### src/rtl/argmax_pkg.sv
// Shared types and helpers for the sequential max/argmax scan controller.
package argmax_pkg;

  // Scan controller states.
  typedef enum logic [1:0] {
    IDLE   = 2'd0,
    ISSUE  = 2'd1,
    DRAIN  = 2'd2,
    FINISH = 2'd3
  } state_e;

  // Default geometry of the NN output buffer.
  localparam int DefElementSize  = 32;
  localparam int DefElementCount = 10;
  localparam int DefAddrW        = 4;
  localparam int DefLenW         = 5;

  // Number of bits needed to encode 'value' distinct codes (0..value-1).
  function automatic int clog2(input int value);
    int result;
    int remaining;
    result    = 0;
    remaining = value - 1;
    while (remaining > 0) begin
      result    = result + 1;
      remaining = remaining >> 1;
    end
    return result;
  endfunction

endpackage

### src/rtl/argmax_scan_ctrl_if.sv
// Start/length request, synchronous buffer read port and result bus of the scan controller.
interface argmax_scan_ctrl_if #(
  parameter int ELEMENT_SIZE = 32,
  parameter int ADDR_W       = 4,
  parameter int LEN_W        = 5
);

  logic                    start;
  logic [LEN_W-1:0]        len;
  logic                    rd_en;
  logic [ADDR_W-1:0]       rd_addr;
  logic [ELEMENT_SIZE-1:0] rd_data;
  logic                    busy;
  logic                    done;
  logic [ELEMENT_SIZE-1:0] max_value;
  logic [ADDR_W-1:0]       max_index;

  // The controller masters the buffer read port and owns the result bus.
  modport master (
    input  start, len, rd_data,
    output rd_en, rd_addr, busy, done, max_value, max_index
  );

  // The surrounding logic requests scans and serves the buffer reads.
  modport slave (
    output start, len, rd_data,
    input  rd_en, rd_addr, busy, done, max_value, max_index
  );

endinterface

### src/rtl/argmax_update.sv
// One shared comparator: decides whether the freshly read element replaces the running maximum.
module argmax_update #(
  parameter int ELEMENT_SIZE = 32,
  parameter int ADDR_W       = 4
) (
  input  logic                    first_i,
  input  logic [ELEMENT_SIZE-1:0] runValue_i,
  input  logic [ADDR_W-1:0]       runIndex_i,
  input  logic [ELEMENT_SIZE-1:0] newValue_i,
  input  logic [ADDR_W-1:0]       newIndex_i,
  output logic [ELEMENT_SIZE-1:0] selValue_o,
  output logic [ADDR_W-1:0]       selIndex_o
);

  // Strictly-greater unsigned compare so ties keep the earlier (lower) index; the first element always loads.
  always_comb begin
    selValue_o = runValue_i;
    selIndex_o = runIndex_i;
    if (first_i || (newValue_i > runValue_i)) begin
      selValue_o = newValue_i;
      selIndex_o = newIndex_i;
    end
  end

endmodule

### src/rtl/argmax_scan_ctrl.sv
// Sequential max/argmax over a stored activation buffer, one element per cycle through a 1-cycle read port.
module argmax_scan_ctrl
  import argmax_pkg::*;
#(
  parameter int ELEMENT_SIZE  = DefElementSize,
  parameter int ELEMENT_COUNT = DefElementCount,
  parameter int ADDR_W        = DefAddrW,
  parameter int LEN_W         = DefLenW
) (
  input  logic                clk_i,
  input  logic                rst_i,
  argmax_scan_ctrl_if.master  bus
);

  if (ADDR_W < clog2(ELEMENT_COUNT)) begin : gAddrWidthCheck
    $error("argmax_scan_ctrl: ADDR_W too narrow for ELEMENT_COUNT");
  end
  if (LEN_W < clog2(ELEMENT_COUNT + 1)) begin : gLenWidthCheck
    $error("argmax_scan_ctrl: LEN_W cannot hold ELEMENT_COUNT");
  end

  state_e                  state_q;
  state_e                  state_d;
  logic [ADDR_W-1:0]       addr_q;
  logic [ADDR_W-1:0]       lastAddr_q;
  logic                    rdValid_q;
  logic [ADDR_W-1:0]       rdIndex_q;
  logic [ELEMENT_SIZE-1:0] runValue_q;
  logic [ADDR_W-1:0]       runIndex_q;
  logic [ELEMENT_SIZE-1:0] maxValue_q;
  logic [ADDR_W-1:0]       maxIndex_q;

  logic [LEN_W-1:0]        lenEff;
  logic                    startAccept;
  logic                    lastIssue;
  logic [ELEMENT_SIZE-1:0] selValue;
  logic [ADDR_W-1:0]       selIndex;

  assign lenEff      = (bus.len > LEN_W'(ELEMENT_COUNT)) ? LEN_W'(ELEMENT_COUNT) : bus.len;
  assign startAccept = (state_q == IDLE) && bus.start;
  assign lastIssue   = (addr_q == lastAddr_q);

  assign bus.rd_en     = (state_q == ISSUE);
  assign bus.rd_addr   = addr_q;
  assign bus.busy      = (state_q == ISSUE) || (state_q == DRAIN);
  assign bus.done      = (state_q == FINISH);
  assign bus.max_value = maxValue_q;
  assign bus.max_index = maxIndex_q;

  argmax_update #(
    .ELEMENT_SIZE(ELEMENT_SIZE),
    .ADDR_W      (ADDR_W)
  ) u_update (
    .first_i   (rdIndex_q == '0),
    .runValue_i(runValue_q),
    .runIndex_i(runIndex_q),
    .newValue_i(bus.rd_data),
    .newIndex_i(rdIndex_q),
    .selValue_o(selValue),
    .selIndex_o(selIndex)
  );

  // State register; reset aborts any scan in flight.
  always_ff @(posedge clk_i) begin
    if (rst_i) begin
      state_q <= IDLE;
    end else begin
      state_q <= state_d;
    end
  end

  // Next-state: issue L reads, one drain cycle for the last read's data, then a single done cycle.
  always_comb begin
    state_d = state_q;
    case (state_q)
      IDLE: begin
        if (bus.start) begin
          state_d = (lenEff == '0) ? FINISH : ISSUE;
        end
      end
      ISSUE: begin
        if (lastIssue) begin
          state_d = DRAIN;
        end
      end
      DRAIN:   state_d = FINISH;
      FINISH:  state_d = IDLE;
      default: state_d = IDLE;
    endcase
  end

  // Address counter, read-data tracking, running maximum and published result.
  always_ff @(posedge clk_i) begin
    if (rst_i) begin
      addr_q     <= '0;
      lastAddr_q <= '0;
      rdValid_q  <= 1'b0;
      rdIndex_q  <= '0;
      runValue_q <= '0;
      runIndex_q <= '0;
      maxValue_q <= '0;
      maxIndex_q <= '0;
    end else begin
      rdValid_q <= bus.rd_en;
      if (bus.rd_en) begin
        rdIndex_q <= addr_q;
      end
      if (startAccept) begin
        addr_q     <= '0;
        lastAddr_q <= ADDR_W'(lenEff - LEN_W'(1));
        if (lenEff == '0) begin
          maxValue_q <= '0;
          maxIndex_q <= '0;
        end
      end else if ((state_q == ISSUE) && !lastIssue) begin
        addr_q <= addr_q + ADDR_W'(1);
      end
      if (rdValid_q) begin
        runValue_q <= selValue;
        runIndex_q <= selIndex;
      end
      if (state_q == DRAIN) begin
        maxValue_q <= selValue;
        maxIndex_q <= selIndex;
      end
    end
  end

endmodule

### src/flat_wrapper.sv
// flat-port wrapper written by rule: the top's interface ports become plain ports
module argmax_scan_ctrl_flat import argmax_pkg::*;
#(
  parameter int ELEMENT_SIZE  = DefElementSize,
  parameter int ELEMENT_COUNT = DefElementCount,
  parameter int ADDR_W        = DefAddrW,
  parameter int LEN_W         = DefLenW
)
  (clk_i, rst_i, bus_start, bus_len, bus_rd_data, bus_rd_en, bus_rd_addr, bus_busy, bus_done, bus_max_value, bus_max_index);
  argmax_scan_ctrl_if #(.ELEMENT_SIZE(ELEMENT_SIZE), .ADDR_W(ADDR_W), .LEN_W(LEN_W)) bus_i ();
  input  logic clk_i;
  input  logic rst_i;
  input wire logic [$bits(bus_i.start)-1:0] bus_start;
  input wire logic [$bits(bus_i.len)-1:0] bus_len;
  input wire logic [$bits(bus_i.rd_data)-1:0] bus_rd_data;
  output wire logic [$bits(bus_i.rd_en)-1:0] bus_rd_en;
  output wire logic [$bits(bus_i.rd_addr)-1:0] bus_rd_addr;
  output wire logic [$bits(bus_i.busy)-1:0] bus_busy;
  output wire logic [$bits(bus_i.done)-1:0] bus_done;
  output wire logic [$bits(bus_i.max_value)-1:0] bus_max_value;
  output wire logic [$bits(bus_i.max_index)-1:0] bus_max_index;
  assign bus_i.start = bus_start;
  assign bus_i.len = bus_len;
  assign bus_i.rd_data = bus_rd_data;
  assign bus_rd_en = bus_i.rd_en;
  assign bus_rd_addr = bus_i.rd_addr;
  assign bus_busy = bus_i.busy;
  assign bus_done = bus_i.done;
  assign bus_max_value = bus_i.max_value;
  assign bus_max_index = bus_i.max_index;
  argmax_scan_ctrl #(.ELEMENT_SIZE(ELEMENT_SIZE), .ELEMENT_COUNT(ELEMENT_COUNT), .ADDR_W(ADDR_W), .LEN_W(LEN_W)) u_core (.clk_i(clk_i), .rst_i(rst_i), .bus(bus_i));
endmodule
### config.mk
export PLATFORM = sky130hd
export DESIGN_NAME = argmax_scan_ctrl_flat
export DESIGN_NICKNAME = d
export VERILOG_FILES = /design/src/rtl/argmax_pkg.sv /design/src/rtl/argmax_scan_ctrl_if.sv /design/src/rtl/argmax_update.sv /design/src/rtl/argmax_scan_ctrl.sv /design/src/flat_wrapper.sv
export SDC_FILE = /design/constraint.sdc
export NUM_CORES = 1
export LEC_CHECK = 0
export BUFFER_PORTS_ARGS = -buffer_cell sky130_fd_sc_hd__buf_2
export CAP_MARGIN = 25
export CORE_MARGIN = 4
export CORE_UTILIZATION = 45
export CTS_CLUSTER_SIZE = 12
export DETAILED_ROUTE_END_ITERATION = 10
export PLACE_DENSITY_LB_ADDON = 0.08
export SETUP_SLACK_MARGIN = 0.1
export SYNTH_ARGS = -nofsm -noshare
export SYNTH_HDL_FRONTEND = slang
export SYNTH_HIERARCHICAL = 1
export SYNTH_SLANG_ARGS = --single-unit
### constraint.sdc
create_clock -name clk_i -period 3.5 [get_ports clk_i]
set_clock_uncertainty 0.1 [all_clocks]
set_input_delay 0.525 -clock clk_i [delete_from_list [all_inputs] [get_ports clk_i]]
set_output_delay 0.525 -clock clk_i [all_outputs]
set_load 0.1 [all_outputs]
==> metrics.cfg, run 1 <==
[global_route]
grtUsageMet1_pct = 23.8
gr-usage-met2_pct = 29.3
grt_max_degree = 44
overflow = 0
grt_pass1_vias = 3479
grtUsageTotal_pct = 17.8
grt_use_met3_pct = 4.14
grt_pass1_wl_um = 16600
antenna_found_initial = 0
busiest_layer = met2

[power]
p_leak_nw = 2.16
clockPowerShare_pct = 17.9
switching_share_pct = 47.3
power_density_nw_per_um2 = 722
max-vdd-ir-drop_mv = 1.07
p_int_w = 0.00199
comb_power_share_pct = 47.5
sequentialPowerShare_pct = 34.6
p_switching_w = 0.00179

[detailed_routing]
via_per_inst = 5.23
ant_nets = 0
drtIter0Drc = 120
wirelength_um = 10100
wl_per_cell_um = 14.8
route.detailed.drc = 0
dr.pass1.iters = 4
dr_total_vias = 3564

[setup_path]
crit_type = flip-flop to flip-flop
endpoint_kind = flip-flop
arrival_ps = 3200
required_ps = 3610
path_max_fanout = 17
start_kind = flip-flop

[final_layout]
areaGrowthSynthToFinish_pct = 16.6
layout.nets = 625
final_common_cell = dfxtp_1
drive_gt1_share_pct = 26.8
n_fill_cell = 969
final_cell_mix = dfxtp_1, nor2_1, buf_2
fin_cells = 682
n_antenna_cell = 0

[synthesis]
ys_seq_area_share_pct = 38.8
syn_avg_cell_area_um2 = 9.50
synth.distinct_cells = 41
synth_edf_count = 0
synth_fp_nets = 551
ys_async_sr_fraction_pct = 0
synth_area_um2 = 4480
ys_warn_count = 6
synthCells = 472
synth-seq-cells = 87
ys.flop_type = dfxtp_1

[clock_network]
hold_buffers = 0
clock-sinks = 87
post_cts.repair.setup_buffers = 0
postCtsResizedCells = 0
cts.htree.levels = 3
clock_path_buffers = 2
clkLatencyLatePin_ps = 340
cts.clk_slew.worst_paths_ps = 90
cts_buffers = 9
tritoncts = done
cts-root-buf = clkbuf_8

[die]
fp-row-count = 36
die_area_um2 = 11600
io_pins = 83
start_util_pct = 46.1
fp.dieH_um = 108
coreArea_um2 = 9730
dieWidth_um = 108

[sta]
final_max_slew_viol_count = 0
worst_slew_pin_slew_ps = 925
clock.fmax_mhz = 324
fin_crit_sh_pct = 88.2
finalHoldViolCount = 0
min_period_ps = 3090
setup_violations = 0
rsz0062_at_grt = false
relSlewSlack_pct = 38.3
setup_tns_ps = 0

[place]
routabilityCongestion = 0.776
dp_hpwl_um = 7040
portBuffers = 82
dpl.cell_count = 667

[min_path]
hp-class = flip-flop to flip-flop

[run]
max_cap_violations = 0

[status]
status = complete, no violations

==> cell usage after synthesis (5+ instances only) <==
master	n	share of area, %
nor3_1	6	0.67
nor2_1	85	7.1
buf_2	6	0.67
nand4_1	8	1.1
ha_1	39	11
dfxtp_1	87	39
nand2_1	8	0.67
mux2_2	35	8.8
a211oi_1	5	0.84
o21ai_0	5	0.56
a21oi_1	16	1.8
mux2i_1	42	9.4
clkbuf_1	17	1.4
xor2_1	7	1.4
inv_1	36	3.0
a22oi_1	36	6.0
==> power groups by stage <==
stage	Combinational, W	Sequential [W]	Clock, W
detailed placement	0.00176	0.00133	0
CTS	0.00177	0.00131	0.000701
global placement	0.00174	0.00133	0
floorplan	0.000906	0.00187	0
global route	0.00193	0.00133	0.000748
finish	0.00179	0.00131	0.000676
==> critical path: stages, from the launching register on <==
cell and delay, ps:
dfxtp_1 350, inv_1 50, ha_1 290, nor2b_1 140
o211ai_2 120, a2111oi_0 110, a211o_1 270, or4_4 490
a31oi_4 220, buf_12 200, mux2_2 370, a22oi_1 180
nor2_1 50
==> metrics by stage <==
step / area [µm²] / setup slack [ps] / util [%] / power [W] / hold slack, ps
CTS: 5200 / 386 / 53.5 / 0.00378 / 403
detailed placement: 5020 / 146 / 51.6 / 0.00310 / 380
floorplan: 4480 / 361 / - / 0.00278 / 354
global placement: 5020 / 179 / 51.6 / 0.00307 / 369
finish: 5230 / 411 / 53.7 / 0.00378 / 399
global route: 5230 / 222 / 53.7 / 0.00401 / 424
==> cells by family (layout without fill, tap and decap cells) <==
kind of cell	count (synthesis)	after routing	share of synthesized area, %
AO/OA/AOI/OAI	75	75	12.5
XOR/XNOR	7	7	1.37
adder cells (fa/ha/maj)	39	39	10.9
buffers and inverters	62	139	5.86
flip-flops	87	87	38.8
multiplexers	78	78	18.4
AND/OR/NAND/NOR	124	124	12.2
==> path summary, 6_finish.rpt <==
kind | from | to | cells past startpoint | slack [ps]
worst max-delay path | u_core/runValue_q[1]$_SDFFE_PP0P_ | u_core/bus.max_value[18]$_SDFFE_PP0P_ | 12 | 410
worst min-delay path | u_core/runIndex_q[2]$_SDFFE_PP0P_ | u_core/runIndex_q[2]$_SDFFE_PP0P_ | 2 | 400
worst max register to register | u_core/runValue_q[1]$_SDFFE_PP0P_ | u_core/bus.max_value[18]$_SDFFE_PP0P_ | 12 | 410
worst min register to register | u_core/runIndex_q[2]$_SDFFE_PP0P_ | u_core/runIndex_q[2]$_SDFFE_PP0P_ | 2 | 400
==> layer usage <==
layer / wire (µm) / vias up
li1: - / 1803
met1: 4870 / 1677
met2: 4580 / 78
met3: 537 / 6
met4: 71 / 0
met5: 0 / -
==> state kept, by name (all words and copies together), names as in the netlist, 2 cells and up <==
| signal | flops |
|---|---|
| u_core/bus.max_index | 4 |
| u_core/rdIndex_q | 4 |
| u_core/runIndex_q | 4 |
| u_core/bus.rd_addr | 4 |
| u_core/state_q | 2 |
| u_core/bus.max_value | 32 |
| u_core/runValue_q | 32 |
| u_core/lastAddr_q | 4 |
==> final cells by class <==
class,instances,area (µm²),share of cell area (%)
Sequential cell,87,1740,33.3
Inverter,36,135,2.58
Clock inverter,4,47.5,0.909
Clock buffer,10,138,2.63
Tap cell,133,166,3.18
Multi-Input combinational cell,323,2490,47.6
Timing Repair Buffer,89,508,9.72
Note: power is estimated with default switching activity, not from simulation.
==> run 2, diff against run 1 <==
--- a/config.mk
+++ b/config.mk
@@ -11,8 +11,8 @@
 export CORE_UTILIZATION = 45
 export CTS_CLUSTER_SIZE = 12
 export DETAILED_ROUTE_END_ITERATION = 10
+export MAX_ROUTING_LAYER = met4
 export PLACE_DENSITY_LB_ADDON = 0.08
-export SETUP_SLACK_MARGIN = 0.1
 export SYNTH_ARGS = -nofsm -noshare
 export SYNTH_HDL_FRONTEND = slang
 export SYNTH_HIERARCHICAL = 1
==> metrics.cfg, run 2 (same netlist as run 1, synthesis figures left out) <==
[final_layout]
drive_gt1_share_pct = 26.8  ; unchanged
final_cell_mix = dfxtp_1, nor2_1, buf_2  ; unchanged
layout.nets = 625  ; unchanged
n_fill_cell = 969  ; unchanged
n_antenna_cell = 0  ; unchanged
final_util_pct = 53.7  ; unchanged
final_common_cell = dfxtp_1  ; unchanged
areaGrowthSynthToFinish_pct = 16.6  ; unchanged

[sta]
min_period_ps = 3100  ; was 3090 ps
rsz0062_at_grt = false  ; unchanged
fin_crit_sh_pct = 88.5  ; was 88.2%
clock.fmax_mhz = 323  ; was 324 MHz
worst_slew_pin_slew_ps = 940  ; was 925 ps
setup_violations = 0  ; unchanged
setup_tns_ps = 0  ; unchanged
relSlewSlack_pct = 37.3  ; was 38.3%
hold_ws_ps = 397  ; was 399 ps
final_max_slew_viol_count = 0  ; unchanged
finalHoldViolCount = 0  ; unchanged

[global_route]
grtUsageTotal_pct = 18.3  ; was 17.8%
grt_pass1_vias = 3478  ; was 3479
grt_pass1_wl_um = 16600  ; about the same
grt_max_degree = 44  ; unchanged
antenna_found_initial = 0  ; unchanged
overflow = 0  ; unchanged

[detailed_routing]
wl_per_cell_um = 14.9  ; was 14.8 µm
dr.pass1.iters = 4  ; unchanged
route.detailed.drc = 0  ; unchanged
drtIter0Drc = 136  ; was 120
dr_total_vias = 3566  ; was 3564
via_per_inst = 5.23  ; about the same
wirelength_um = 10100  ; about the same
ant_nets = 0  ; unchanged

[power]
max-vdd-ir-drop_mv = 1.08  ; was 1.07 mV
p_leak_nw = 2.16  ; unchanged
power_density_nw_per_um2 = 722  ; about the same

[die]
coreArea_um2 = 9730  ; unchanged
io_pins = 83  ; unchanged
fp-row-count = 36  ; unchanged
die_area_um2 = 11600  ; unchanged
dieWidth_um = 108  ; unchanged
fp.dieH_um = 108  ; unchanged
start_util_pct = 46.1  ; unchanged

[setup_path]
r2r_slack_ps = 400  ; was 410 ps
required_ps = 3610  ; about the same
cp_slowest_cell = or4_4  ; unchanged
max_stage_delay_ps = 490  ; about the same
path_max_fanout = 17  ; unchanged
path_cells = inv_1 > ha_1 > nor2b_1 > o211ai_2 > a2111oi_0 > a211o_1 > or4_4 > a31oi_4 > buf_12 > mux2_2 > a22oi_1 > nor2_1  ; unchanged
arrival_ps = 3200  ; about the same
endpoint_kind = flip-flop  ; unchanged
crit_type = flip-flop to flip-flop  ; unchanged
start_kind = flip-flop  ; unchanged

[clock_network]
clock-sinks = 87  ; unchanged
cts_buffers = 9  ; unchanged
clkLatencyLatePin_ps = 340  ; about the same
tritoncts = done  ; unchanged
hold_buffers = 0  ; unchanged
cts-root-buf = clkbuf_8  ; unchanged
clock_path_buffers = 2  ; unchanged
cts.htree.levels = 3  ; unchanged
post_cts.repair.setup_buffers = 0  ; unchanged
postCtsResizedCells = 0  ; unchanged
cts.clk_slew.worst_paths_ps = 80  ; was 90 ps

[min_path]
hp-class = flip-flop to flip-flop  ; unchanged

[status]
status = complete, no violations  ; unchanged

[place]
portBuffers = 82  ; unchanged
routabilityCongestion = 0.787  ; was 0.776
dp_hpwl_um = 7040  ; unchanged

[run]
max_cap_violations = 0  ; unchanged

## run 2: cell counts in the layout (fill, tap and decap cells not counted)
No cell type changed its count.
## run 2: layer usage
metal	vias up	routed length, µm	track usage (%)
li1	1800	-	-
met1	1688	4960	23.8
met2	76	4680	29.4
met3	2	453	3.84
met4	0	44	3.88
met5	-	0	-
## run 2: final timing paths
check,startpoint,end,cells after the start
setup / recovery,u_core/runValue_q[1]$_SDFFE_PP0P_,u_core/bus.max_value[19]$_SDFFE_PP0P_,12
hold / removal,u_core/bus.max_value[25]$_SDFFE_PP0P_,u_core/bus.max_value[25]$_SDFFE_PP0P_,2
hold reg to reg,u_core/bus.max_value[25]$_SDFFE_PP0P_,u_core/bus.max_value[25]$_SDFFE_PP0P_,2
setup reg to reg,u_core/runValue_q[1]$_SDFFE_PP0P_,u_core/bus.max_value[19]$_SDFFE_PP0P_,12
## run 2: cell type report
cell class                      count  area, µm²  area share, %
Inverter                           36        135           2.58
Timing Repair Buffer               89        508           9.72
Tap cell                          133        166           3.18
Sequential cell                    87       1740           33.3
Multi-Input combinational cell    323       2490           47.6
Clock buffer                       10        138           2.63
Clock inverter                      4       47.5          0.909
## run 2: per-stage QoR
stage / total power, W / setup WS (ps) / instances / instance area (µm²)
2_1_floorplan: 0.00278 / 361 / 472 / 4480
3_5_place_dp: 0.00310 / 146 / 667 / 5020
3_3_place_gp: 0.00307 / 179 / 667 / 5020
4_1_cts: 0.00378 / 386 / 681 / 5200
5_1_grt: 0.00401 / 222 / 682 / 5230
6_report: 0.00378 / 402 / 682 / 5230
## run 2: report_power, final
part,switching [W],total [W],leakage [nW],internal (W)
sequential,0.000153,0.00131,0.707,0.00116
clock,0.000335,0.000674,0.0940,0.000339
combinational,0.00130,0.00179,1.36,0.000494
## run 2: worst max-delay path, delay by kind of cell (launching register included)
| family | cells | cell delay (ps) |
|---|---|---|
| flops | 1 | 350 |
| simple gates | 3 | 680 |
| fa+ha+maj | 1 | 290 |
| compound gates | 5 | 920 |
| mux | 1 | 370 |
| buf+inv | 2 | 250 |
==> run 3, diff against run 2 <==
--- a/config.mk
+++ b/config.mk
@@ -5,12 +5,14 @@
 export SDC_FILE = /design/constraint.sdc
 export NUM_CORES = 1
 export LEC_CHECK = 0
+export ABC_AREA = 1
 export BUFFER_PORTS_ARGS = -buffer_cell sky130_fd_sc_hd__buf_2
 export CAP_MARGIN = 25
 export CORE_MARGIN = 4
 export CORE_UTILIZATION = 45
 export CTS_CLUSTER_SIZE = 12
 export DETAILED_ROUTE_END_ITERATION = 10
+export GPL_ROUTABILITY_DRIVEN = 0
 export MAX_ROUTING_LAYER = met4
 export PLACE_DENSITY_LB_ADDON = 0.08
 export SYNTH_ARGS = -nofsm -noshare
==> metrics.cfg, run 3 <==
[status]
status = complete, no violations  ; unchanged

[setup_path]
crit_buf_inv = 2  ; unchanged
cpMostUsedCell = a21oi_1
path_max_fanout = 19  ; was 17
cp_slowest_cell = dfxtp_1  ; was or4_4
arrival_ps = 2700  ; was 3200 ps
endpoint_kind = flip-flop  ; unchanged
path_cells = inv_1 > ha_1 > a21oi_1 > nor2_1 > nor2_1 > nand3_1 > a21oi_1 > nand2_2 > nand2_4 > buf_4 > nand3_1 > nand2_1 > nand2_1 > a21oi_1  ; was inv_1 > ha_1 > nor2b_1 > o211ai_2 > a2111oi_0 > a211o_1 > or4_4 > a31oi_4 > buf_12 > mux2_2 > a22oi_1 > nor2_1
max_stage_delay_ps = 350  ; was 490 ps
r2r_slack_ps = 980  ; was 400 ps
crit_type = flip-flop to flip-flop  ; unchanged
start_kind = flip-flop  ; unchanged
required_ps = 3670  ; was 3610 ps
critPathTopFamily = simple AND/OR/NAND/NOR gates  ; was compound AO/OA/AOI/OAI gates

[detailed_routing]
route.detailed.drc = 0  ; unchanged
via_per_inst = 4.93  ; was 5.23
ant_nets = 0  ; unchanged
drtIter0Drc = 236  ; was 136
dr.pass1.iters = 5  ; was 4
wirelength_um = 11900  ; was 10100 µm
wl_per_cell_um = 13.2  ; was 14.9 µm
dr_total_vias = 4448  ; was 3566

[die]
io_pins = 83  ; unchanged
fp.dieH_um = 112  ; was 108 µm
die_area_um2 = 12600  ; was 11600 µm²
dieWidth_um = 112  ; was 108 µm
fp-row-count = 37  ; was 36
start_util_pct = 46.6  ; was 46.1%
coreArea_um2 = 10500  ; was 9730 µm²

[sta]
final_max_slew_viol_count = 0  ; unchanged
setup_violations = 0  ; unchanged
min_period_ps = 2520  ; was 3100 ps
worst_slew_pin_slew_ps = 820  ; was 940 ps
rsz0062_at_grt = false  ; unchanged
setup_tns_ps = 0  ; unchanged
relSlewSlack_pct = 45.3  ; was 37.3%
fin_crit_sh_pct = 72.1  ; was 88.5%
clock.fmax_mhz = 396  ; was 323 MHz
finalHoldViolCount = 0  ; unchanged
hold_ws_ps = 360  ; was 397 ps

[clock_network]
post_cts.repair.setup_buffers = 0  ; unchanged
postCtsResizedCells = 0  ; unchanged
tritoncts = done  ; unchanged
cts-root-buf = clkbuf_8  ; unchanged
clkLatencyLatePin_ps = 350  ; was 340 ps
cts.clk_slew.worst_paths_ps = 80  ; about the same
cts_buffers = 9  ; unchanged
hold_buffers = 0  ; unchanged
clock-sinks = 87  ; unchanged
clock_path_buffers = 2  ; unchanged
cts.htree.levels = 3  ; unchanged

[min_path]
hp-class = flip-flop to flip-flop  ; unchanged

[synthesis]
synth_mux_area_share_pct = 0  ; was 18.4%
synth_area_um2 = 4880  ; was 4480 µm²
yosys-top-cells-count = nand2_1, nor2_1, dfxtp_1, a21oi_1, inv_1  ; was dfxtp_1, nor2_1, mux2i_1, ha_1
ys_warn_count = 6  ; unchanged
ys.flop_type = dfxtp_1  ; unchanged
synth_top_area_share_pct = 35.7  ; was 38.8%
ys_async_sr_fraction_pct = 0  ; unchanged
synth-compound-area-share_pct = 11.9  ; was 12.5%
synth-simple-area-share_pct = 32.6  ; was 12.2%
synth_top_family_by_area = simple AND/OR/NAND/NOR gates  ; was multiplexers
yosysTopAreaCell = dfxtp_1  ; unchanged
synthAdderAreaFrac_pct = 10.0  ; was 10.9%
synth-seq-cells = 87  ; unchanged
synth_edf_count = 0  ; unchanged
syn_avg_cell_area_um2 = 7.02  ; was 9.50 µm²
ys_seq_area_share_pct = 35.7  ; was 38.8%
synthCells = 695  ; was 472
synth_fp_nets = 774  ; was 551
synthTopCellsByArea = dfxtp_1, nand2_1, ha_1  ; was dfxtp_1, ha_1, mux2i_1
synth_xor_area_share_pct = 0.539  ; was 1.37%
yosys.cell_count.top_type = nand2_1  ; was dfxtp_1
synth.distinct_cells = 32  ; was 41

[global_route]
overflow = 0  ; unchanged
antenna_found_initial = 0  ; unchanged
grt_pass1_vias = 4354  ; was 3478
grt_pass1_wl_um = 20200  ; was 16600 µm
grt_max_degree = 40  ; was 44
grtUsageTotal_pct = 19.7  ; was 18.3%

[final_layout]
layout.nets = 843  ; was 625
final_cell_mix = nand2_1, nor2_1, dfxtp_1  ; was dfxtp_1, nor2_1, buf_2
drive_gt1_share_pct = 20.5  ; was 26.8%
n_antenna_cell = 0  ; unchanged
areaGrowthSynthToFinish_pct = 12.1  ; was 16.6%
final_common_cell = nand2_1  ; was dfxtp_1
n_fill_cell = 1080  ; was 969

[power]
p_leak_nw = 2.59  ; was 2.16 nW
max-vdd-ir-drop_mv = 0.453  ; was 1.08 mV
total_power_w = 0.00434  ; was 0.00378 W
power_density_nw_per_um2 = 794  ; was 722 nW/µm²

[place]
dp_hpwl_um = 8150  ; was 7040 µm
portBuffers = 82  ; unchanged

[run]
max_cap_violations = 0  ; unchanged

[run 3: metrics by stage]
| stage | utilization [%] | std cells | cell area (µm²) | worst slack (ps) |
|---|---|---|---|---|
| floorplan | - | 695 | 4880 | 1350 |
| global placement | 50.6 | 888 | 5300 | 785 |
| detailed placement | 50.6 | 888 | 5300 | 755 |
| CTS | 52.0 | 902 | 5440 | 962 |
| global route | 52.3 | 903 | 5470 | 718 |
| finish | 52.3 | 903 | 5470 | 976 |
[run 3: path summary, 6_finish.rpt]
path                                                end  cells past startpoint                                  start
setup reg to reg   u_core/bus.max_index[0]$_SDFFE_PP0P_                     14     u_core/runValue_q[21]$_SDFFE_PP0P_
hold reg to reg   u_core/bus.max_value[10]$_SDFFE_PP0P_                      2  u_core/bus.max_value[10]$_SDFFE_PP0P_
setup / recovery   u_core/bus.max_index[0]$_SDFFE_PP0P_                     14     u_core/runValue_q[21]$_SDFFE_PP0P_
hold / removal    u_core/bus.max_value[10]$_SDFFE_PP0P_                      2  u_core/bus.max_value[10]$_SDFFE_PP0P_
[run 3: metal layers]
metal	track usage (%)	up-vias	wire length [µm]
li1	-	2355	-
met3	3.29	6	390
met2	34.1	69	5880
met1	24.0	2018	5550
met5	-	-	0
met4	4.49	0	79
[run 3: cells by family after synthesis]
family                     count (synthesis)
AOI/OAI and AO/OA                        111
DFF                                       87
and+or+nand+nor                          359
xor gates and xnor gates                   3
buffers and inverters                     96
adders and majority gates                 39
[run 3: area by class of cell]
cell class,instances,area [µm²],share of cell area (%)
clock inverters,2,10.0,0.183
flip-flops and latches,87,1740,31.8
inverters,64,240,4.39
multi-input cells,512,2680,49.0
clock buffers,12,135,2.47
repair buffers,90,490,8.97
well taps,136,170,3.11
[run 3: report_power, final]
group | internal, W | switching (W) | total [W]
Combinational | 0.000547 | 0.00185 | 0.00240
Sequential | 0.00122 | 0.000144 | 0.00136
Clock | 0.000249 | 0.000332 | 0.000582
[run 3: worst reg2reg max path, delay by kind of cell (launching register included)]
kind / cells / cell delay, ps
and+or+nand+nor: 8 / 850
AOI/OAI and AO/OA: 3 / 500
DFF: 1 / 350
buffers and inverters: 2 / 350
adders and majority gates: 1 / 300
